<file path="src/rtl/collision_event_gen_pkg.sv">
// Shared types and constants for the collision event generator.
// Build option: COLLISION_HOLDOFF_EN enables the obstacle holdoff timer.
package collision_event_gen_pkg;

    // Per-frame sticky overlap flags.
    typedef struct packed {
        logic bottom;
        logic good;
        logic bad;
    } collision_flags_t;

    // Holdoff length in frames used by the top-level instance.
    localparam int COLLISION_HOLDOFF_FRAMES = 4;

endpackage

</file>
<file path="src/rtl/collision_event_gen_holdoff_timer.sv">
// Obstacle holdoff counter: load on an emitted obstacle event, count down one
// step per frame close, report active while nonzero.
// Compiled only when COLLISION_HOLDOFF_EN is defined.
`ifdef COLLISION_HOLDOFF_EN
module collision_holdoff_timer #(
    parameter int FRAMES = 4,
    parameter int W      = 3
) (
    input  logic clk,
    input  logic resetN,
    input  logic clear,
    input  logic load,
    input  logic tick,
    output logic active
);

    logic [W-1:0] cnt_reg;

    // Clear has priority, then load, then saturating decrement on tick.
    always_ff @(posedge clk or negedge resetN) begin
        if (!resetN) begin
            cnt_reg <= '0;
        end else if (clear) begin
            cnt_reg <= '0;
        end else if (load) begin
            cnt_reg <= W'(FRAMES);
        end else if (tick && (cnt_reg != '0)) begin
            cnt_reg <= cnt_reg - 1'b1;
        end
    end

    assign active = (cnt_reg != '0);

endmodule
`endif

</file>
<file path="src/rtl/collision_event_gen.sv">
// Collision event generator: accumulates smiley overlaps over a frame and emits
// one prioritised, single-cycle collision pulse after each startOfFrame.
// Build option: COLLISION_HOLDOFF_EN adds the obstacle holdoff timer.
module collision_event_gen
    import collision_event_gen_pkg::*;
#(
    parameter  int HOLDOFF_FRAMES = COLLISION_HOLDOFF_FRAMES,
    localparam int HOLDOFF_W      = $clog2(HOLDOFF_FRAMES + 1)
) (
    input  logic clk,
    input  logic resetN,
    input  logic startOfFrame,
    input  logic pause,
    input  logic smileyDrawingRequest,
    input  logic borderBottomDrawingRequest,
    input  logic obstacleDrawingRequest,
    input  logic obstacleGood,
    output logic collisionSmileyBorderBottom,
    output logic collisionSmileyObstacle,
    output logic collisionSmileyObstacleGood,
    output logic collisionSmileyObstacleBad
);

    collision_flags_t overlap;
    collision_flags_t flags_reg;
    collision_flags_t flags_next;
    logic             frame_close;
    logic             emit_bottom;
    logic             emit_good;
    logic             emit_bad;
    logic             holdoff_active;

    // Overlap detection, priority encoding and next-flag computation.
    always_comb begin
        overlap.bottom = smileyDrawingRequest & borderBottomDrawingRequest;
        overlap.good   = smileyDrawingRequest & obstacleDrawingRequest & obstacleGood;
        overlap.bad    = smileyDrawingRequest & obstacleDrawingRequest & ~obstacleGood;

        frame_close = startOfFrame & ~pause;

        // Bottom beats everything; good beats bad; obstacle events obey holdoff.
        emit_bottom = flags_reg.bottom;
        emit_good   = ~flags_reg.bottom & flags_reg.good & ~holdoff_active;
        emit_bad    = ~flags_reg.bottom & ~flags_reg.good & flags_reg.bad & ~holdoff_active;

        // The startOfFrame cycle's own overlaps seed the new frame.
        if (pause) begin
            flags_next = '0;
        end else if (startOfFrame) begin
            flags_next = overlap;
        end else begin
            flags_next = flags_reg | overlap;
        end
    end

`ifdef COLLISION_HOLDOFF_EN
    collision_holdoff_timer #(
        .FRAMES (HOLDOFF_FRAMES),
        .W      (HOLDOFF_W)
    ) u_holdoff (
        .clk    (clk),
        .resetN (resetN),
        .clear  (pause),
        .load   (frame_close & (emit_good | emit_bad)),
        .tick   (frame_close),
        .active (holdoff_active)
    );
`else
    assign holdoff_active = 1'b0;
`endif

    // Sticky per-frame flag register.
    always_ff @(posedge clk or negedge resetN) begin
        if (!resetN) begin
            flags_reg <= '0;
        end else begin
            flags_reg <= flags_next;
        end
    end

    // Registered single-cycle event outputs, only on an unpaused frame close.
    always_ff @(posedge clk or negedge resetN) begin
        if (!resetN) begin
            collisionSmileyBorderBottom <= 1'b0;
            collisionSmileyObstacle     <= 1'b0;
            collisionSmileyObstacleGood <= 1'b0;
            collisionSmileyObstacleBad  <= 1'b0;
        end else begin
            collisionSmileyBorderBottom <= frame_close & emit_bottom;
            collisionSmileyObstacle     <= frame_close & (emit_good | emit_bad);
            collisionSmileyObstacleGood <= frame_close & emit_good;
            collisionSmileyObstacleBad  <= frame_close & emit_bad;
        end
    end

endmodule
</file>
<file path="config.mk">
export PLATFORM = sky130hd
export DESIGN_NAME = collision_event_gen
export DESIGN_NICKNAME = d
export VERILOG_FILES = /design/src/rtl/collision_event_gen_pkg.sv /design/src/rtl/collision_event_gen_holdoff_timer.sv /design/src/rtl/collision_event_gen.sv
export SDC_FILE = /design/constraint.sdc
export NUM_CORES = 1
export LEC_CHECK = 0
export BUFFER_PORTS_ARGS = -buffer_cell sky130_fd_sc_hd__buf_2
export CAP_MARGIN = 10
export CORE_AREA = 2 2 39 41
export CTS_CLUSTER_DIAMETER = 100
export CTS_CLUSTER_SIZE = 30
export DETAILED_ROUTE_END_ITERATION = 12
export DIE_AREA = 0 0 41 43
export PLACE_DENSITY = 0.47
export SLEW_MARGIN = 25
export SYNTH_ARGS = -nofsm -noshare
export SYNTH_HDL_FRONTEND = slang
export SYNTH_SLANG_ARGS = --single-unit
</file>
<file path="constraint.sdc">
create_clock -name clk -period 0.95 [get_ports clk]
set_input_delay 0.285 -clock clk [delete_from_list [all_inputs] [get_ports clk]]
set_output_delay 0.285 -clock clk [all_outputs]
set_load 0.03 [all_outputs]
</file>
### Yosys cells after proc, flatten, opt, wreduce, memory -nomap -nowiden

Index checks and enable logic that the tools add are counted.

| word-level totals | value |
|---|---|
| register bits | 7 |
| bits in latches | 0 |
| RAM bits | 0 |
| ROM bits | 0 |
| input port bits | 8 |
| output and inout bits | 4 |
| logic and storage cells | 27 |
| memories | 0 |

| operators by class | value |
|---|---|
| add/sub/neg operators | 0 |
| multiply operators | 0 |
| div/mod/pow operators | 0 |
| $lt $le $gt $ge | 0 |
| equal/unequal tests | 0 |
| shifts and indexed selects | 0 |
| muxes and demuxes | 2 |
| bitwise logic cells | 18 |
| reduce and logical (&&, ||, !) cells | 0 |

Operator list:

| operator | number |
|---|---|
| $and 1x1->1 | 12 |
| $mux 3 | 2 |
| $not 1->1 | 4 |
| $or 3x3->3 | 1 |
| $or 1x1->1 | 1 |

### Longest topological paths before layout

| logic depth | value |
|---|---|
| depth in word-level cells | 5 |
| gate-level depth with buffers | 2 |
| gate-level depth less buffers | 2 |

### Least setup slack after synthesis

OpenSTA, ideal clock, no wires.

| timing | value |
|---|---|
| kind | register -> register |
| start point | reg flags_reg, in the netlist emit_bottom |
| end point | reg collisionSmileyObstacleBad |
| setup time | 67 ps |
| arrival | 713 ps |
| required time | 883 ps |
| slack | 170 ps |
| stages on the path, launching flop included | 3 |
| buffers on the path | 0 |
| period minus slack after synthesis | 780 ps |
| path through | dfrtp_1 nor3b_2 and3b_1 |

| between the ends | value |
|---|---|
| longest elaborated chain between the ends | 4 |

Ends and longest elaborated chain:

| item | RTL line | RTL |
|---|---|---|
| start, declared | collision_event_gen.sv:25 | `collision_flags_t flags_reg;` |
| start signal, assigned | collision_event_gen.sv:77 | `flags_reg <= flags_next;` |
| $not 1->1 | collision_event_gen.sv:44 | `emit_bad = ~flags_reg.bottom & ~flags_reg.good & flags_reg.bad & ~holdoff_active;` |
| $and 1x1->1 (2 in series) | collision_event_gen.sv:44 |  |
| $and 1x1->1 | collision_event_gen.sv:92 | `collisionSmileyObstacleBad <= frame_close & emit_bad;` |
| end signal, assigned | collision_event_gen.sv:92 |  |
| end, declared | collision_event_gen.sv:21 | `output logic collisionSmileyObstacleBad` |

No other way between the ends.

### Final worst setup path

| timing | value |
|---|---|
| start point | reg collisionSmileyObstacleBad |
| end point | out collisionSmileyObstacleBad |

No word-level cell between the ends.

==> results.cfg <==
[die]
die_x_um = 41
initial_core_util = 0.1962
pin_count = 12
die-height_um = 43
rows = 14
dieArea_um2 = 1763
core_area_um2 = 1384

[flow_run]
maxCapViolations = 0

[critical_path]
worstPathArrival_ns = 0.75
crit_slowest_cell = dfrtp_1
crit_cells = 1
critPathMaxFanout = 1
cp.required_ns = 0.66
crit_chain = buf_6
critical_path_class = flop to output port
cpPeakStageDelay_ns = 0.37
critPathTopFamily = flip-flops
critPathBufInv = 1
end_kind = output port
rr_worst_depth = 2
crit_path_start_kind = flop

[yosys]
synth_area_um2 = 271.5
yosys.area.top_type = dfrtp_1
yosysMostFrequentCell = dfrtp_1
synth_top_area_frac = 0.6452
synth_edf_count = 0
synth.area.top_cells = dfrtp_1 65%, nand2b_1 6.9%, a21oi_1 5.5%, nor3b_2 4.6%, and3b_2 3.7%
synth_cells = 21
synthArstFlopShare = 1.000
yosys-top-cells-count = 7 x dfrtp_1, 3 x a21oi_1, 3 x nand2b_1
ys_types = 11
avgSynthCellArea_um2 = 12.93
synth_warnings = 0
ys_ff_latch = 7
synth-seq-area-share = 0.6452
ys.flop_type = dfrtp_1
mappedNetlistNets = 29

[clock_tree]
cts_sinks = 7
htreeDepth = 1
cts-root-buf = clkbuf_4
insertion_delay_ns = 0.25
path_clk_slew_ns = 0.05
cts_tree = yes
clockBufferDepth = 2
cts_buffers = 3

[timing]
period_minus_slack_ns = 1.035
fmax_mhz = 966.5
worst_pin_slew_ns = 0.1910
drv_slew = 0
slew_headroom = 0.8721
setup_viol = 4
grt_setup_unrepaired = true
finalCritPeriodShare = 1.089
hold_violations = 0
skew_ns = 0.001516
final.setup.worst_slack_ns = -0.08469

[min_path]
min-delay-path-class = input pin to flop
hold_depth = 2

[routing]
wl_um = 476
drc_errors = 0
wire_per_inst_um = 8.981
detail-route-antenna-nets = 0
dr_total_vias = 206
dr.pass1.iters = 2
drt_iter0_drc = 2
via_per_inst = 3.887

[cells_and_area]
diodes = 0
final_net_count = 46
syn2layout_area_growth_pct = 50.23
largest_reg_flops = 2
final_core_util = 0.2948
drive_gt1_frac = 0.4595
fin_cells = 53

[pwr]
vdd_drop_max_v = 0.0004825
p_leak_nw = 0.2031
p_per_area_nw_per_um2 = 1551
p_total_w = 0.0006328

[global_route]
antenna_found_initial = 0
grt_overflow = 0
grt_pass1_vias = 179
grt_pass1_wl_um = 745
grtUsageTotal = 0.07460
grt_start_max_net_pins = 8

[place]
dp_slack_ns = 0.06860
dp.cells = 48
portBuffers = 11
globalplace.congestion = 0.6470

[status]
status = complete, but fails checks
violations = negative setup slack
## repair_timing
item / in CTS / in global routing
gates resized for setup: 8 / 0
hold endpoints to repair: 7 / 0
hold buffers: 1 / 0
buffers inserted: 0 / 0
endpoints found under the setup margin: 4 / 4
## cell families (layout without fill, tap and decap cells)
group | after synthesis | in the layout | synth area share
buffers and inverters | 0 | 16 | 0
AND/OR/NAND/NOR | 10 | 10 | 0.2719
flip-flops | 7 | 7 | 0.6452
AO/OA/AOI/OAI | 4 | 4 | 0.08294
## through the flow
stage / hold slack [ns] / instance area (um2) / setup TNS, ns
finish: 0.2473 / 407.9 / -0.3325
global route: 0.2353 / 407.9 / -0.5043
CTS: 0.2355 / 407.9 / -0.4056
detailed placement: 0.1297 / 346.6 / 0
global placement: 0.1251 / 346.6 / 0
floorplan: -0.01059 / 271.5 / 0
## where the power goes
part | switching (W) | internal [W] | leakage, nW
clock | 0.000104 | 0.000160 | 0.0150
sequential | 0.00000564 | 0.000307 | 0.0961
combinational | 0.0000274 | 0.0000294 | 0.0920
## per-layer routing
metal	vias up	share of wire	GRT usage
met3	0	0.092	0.07853
met1	90	0.46	0.07818
li1	105	-	-
met2	11	0.45	0.08125
met5	-	0	0
met4	0	0	0.06000
## cells in the final DEF (no fill, tap or decap)
cell and instances:
and3b_2 1, and2_2 1, nand2_1 1, dfrtp_1 7, a21oi_1 3, clkbuf_1 1
buf_6 4, nand2b_1 3, nor3b_2 1, nand3b_1 1, buf_2 7, dlygate4sd3_1 1
o21a_1 1, and3b_1 1, clkbuf_4 3, nand3_1 1
## worst reg2reg max path: cells and delay by family, from the launching register on
family | cells | cell delay [ns]
flops | 1 | 0.39
simple gates | 2 | 0.39
## worst paths after layout
check	from	endpoint	slack (ns)
max in group asynchronous	resetN	flags_reg[1]$_DFF_PN0_	0.39
min in group asynchronous	resetN	collisionSmileyObstacleBad$_DFF_PN0_	0.40
max reg2reg	emit_bottom$_DFF_PN0_	collisionSmileyObstacleBad$_DFF_PN0_	0.10
min	pause	flags_reg[1]$_DFF_PN0_	0.25
min reg2reg	flags_reg[0]$_DFF_PN0_	collisionSmileyObstacle$_DFF_PN0_	0.52
max	collisionSmileyObstacleBad$_DFF_PN0_	collisionSmileyObstacleBad	-0.08
## cell type report
type / instances / area [um2]
timing repair buffer: 12 / 90.09
multi-input combinational: 14 / 96.34
sequential: 7 / 175.2
clock buffer: 4 / 26.28
fill: 149 / 975.9
tap: 16 / 20.02
Power figures use the tool's default switching activity.
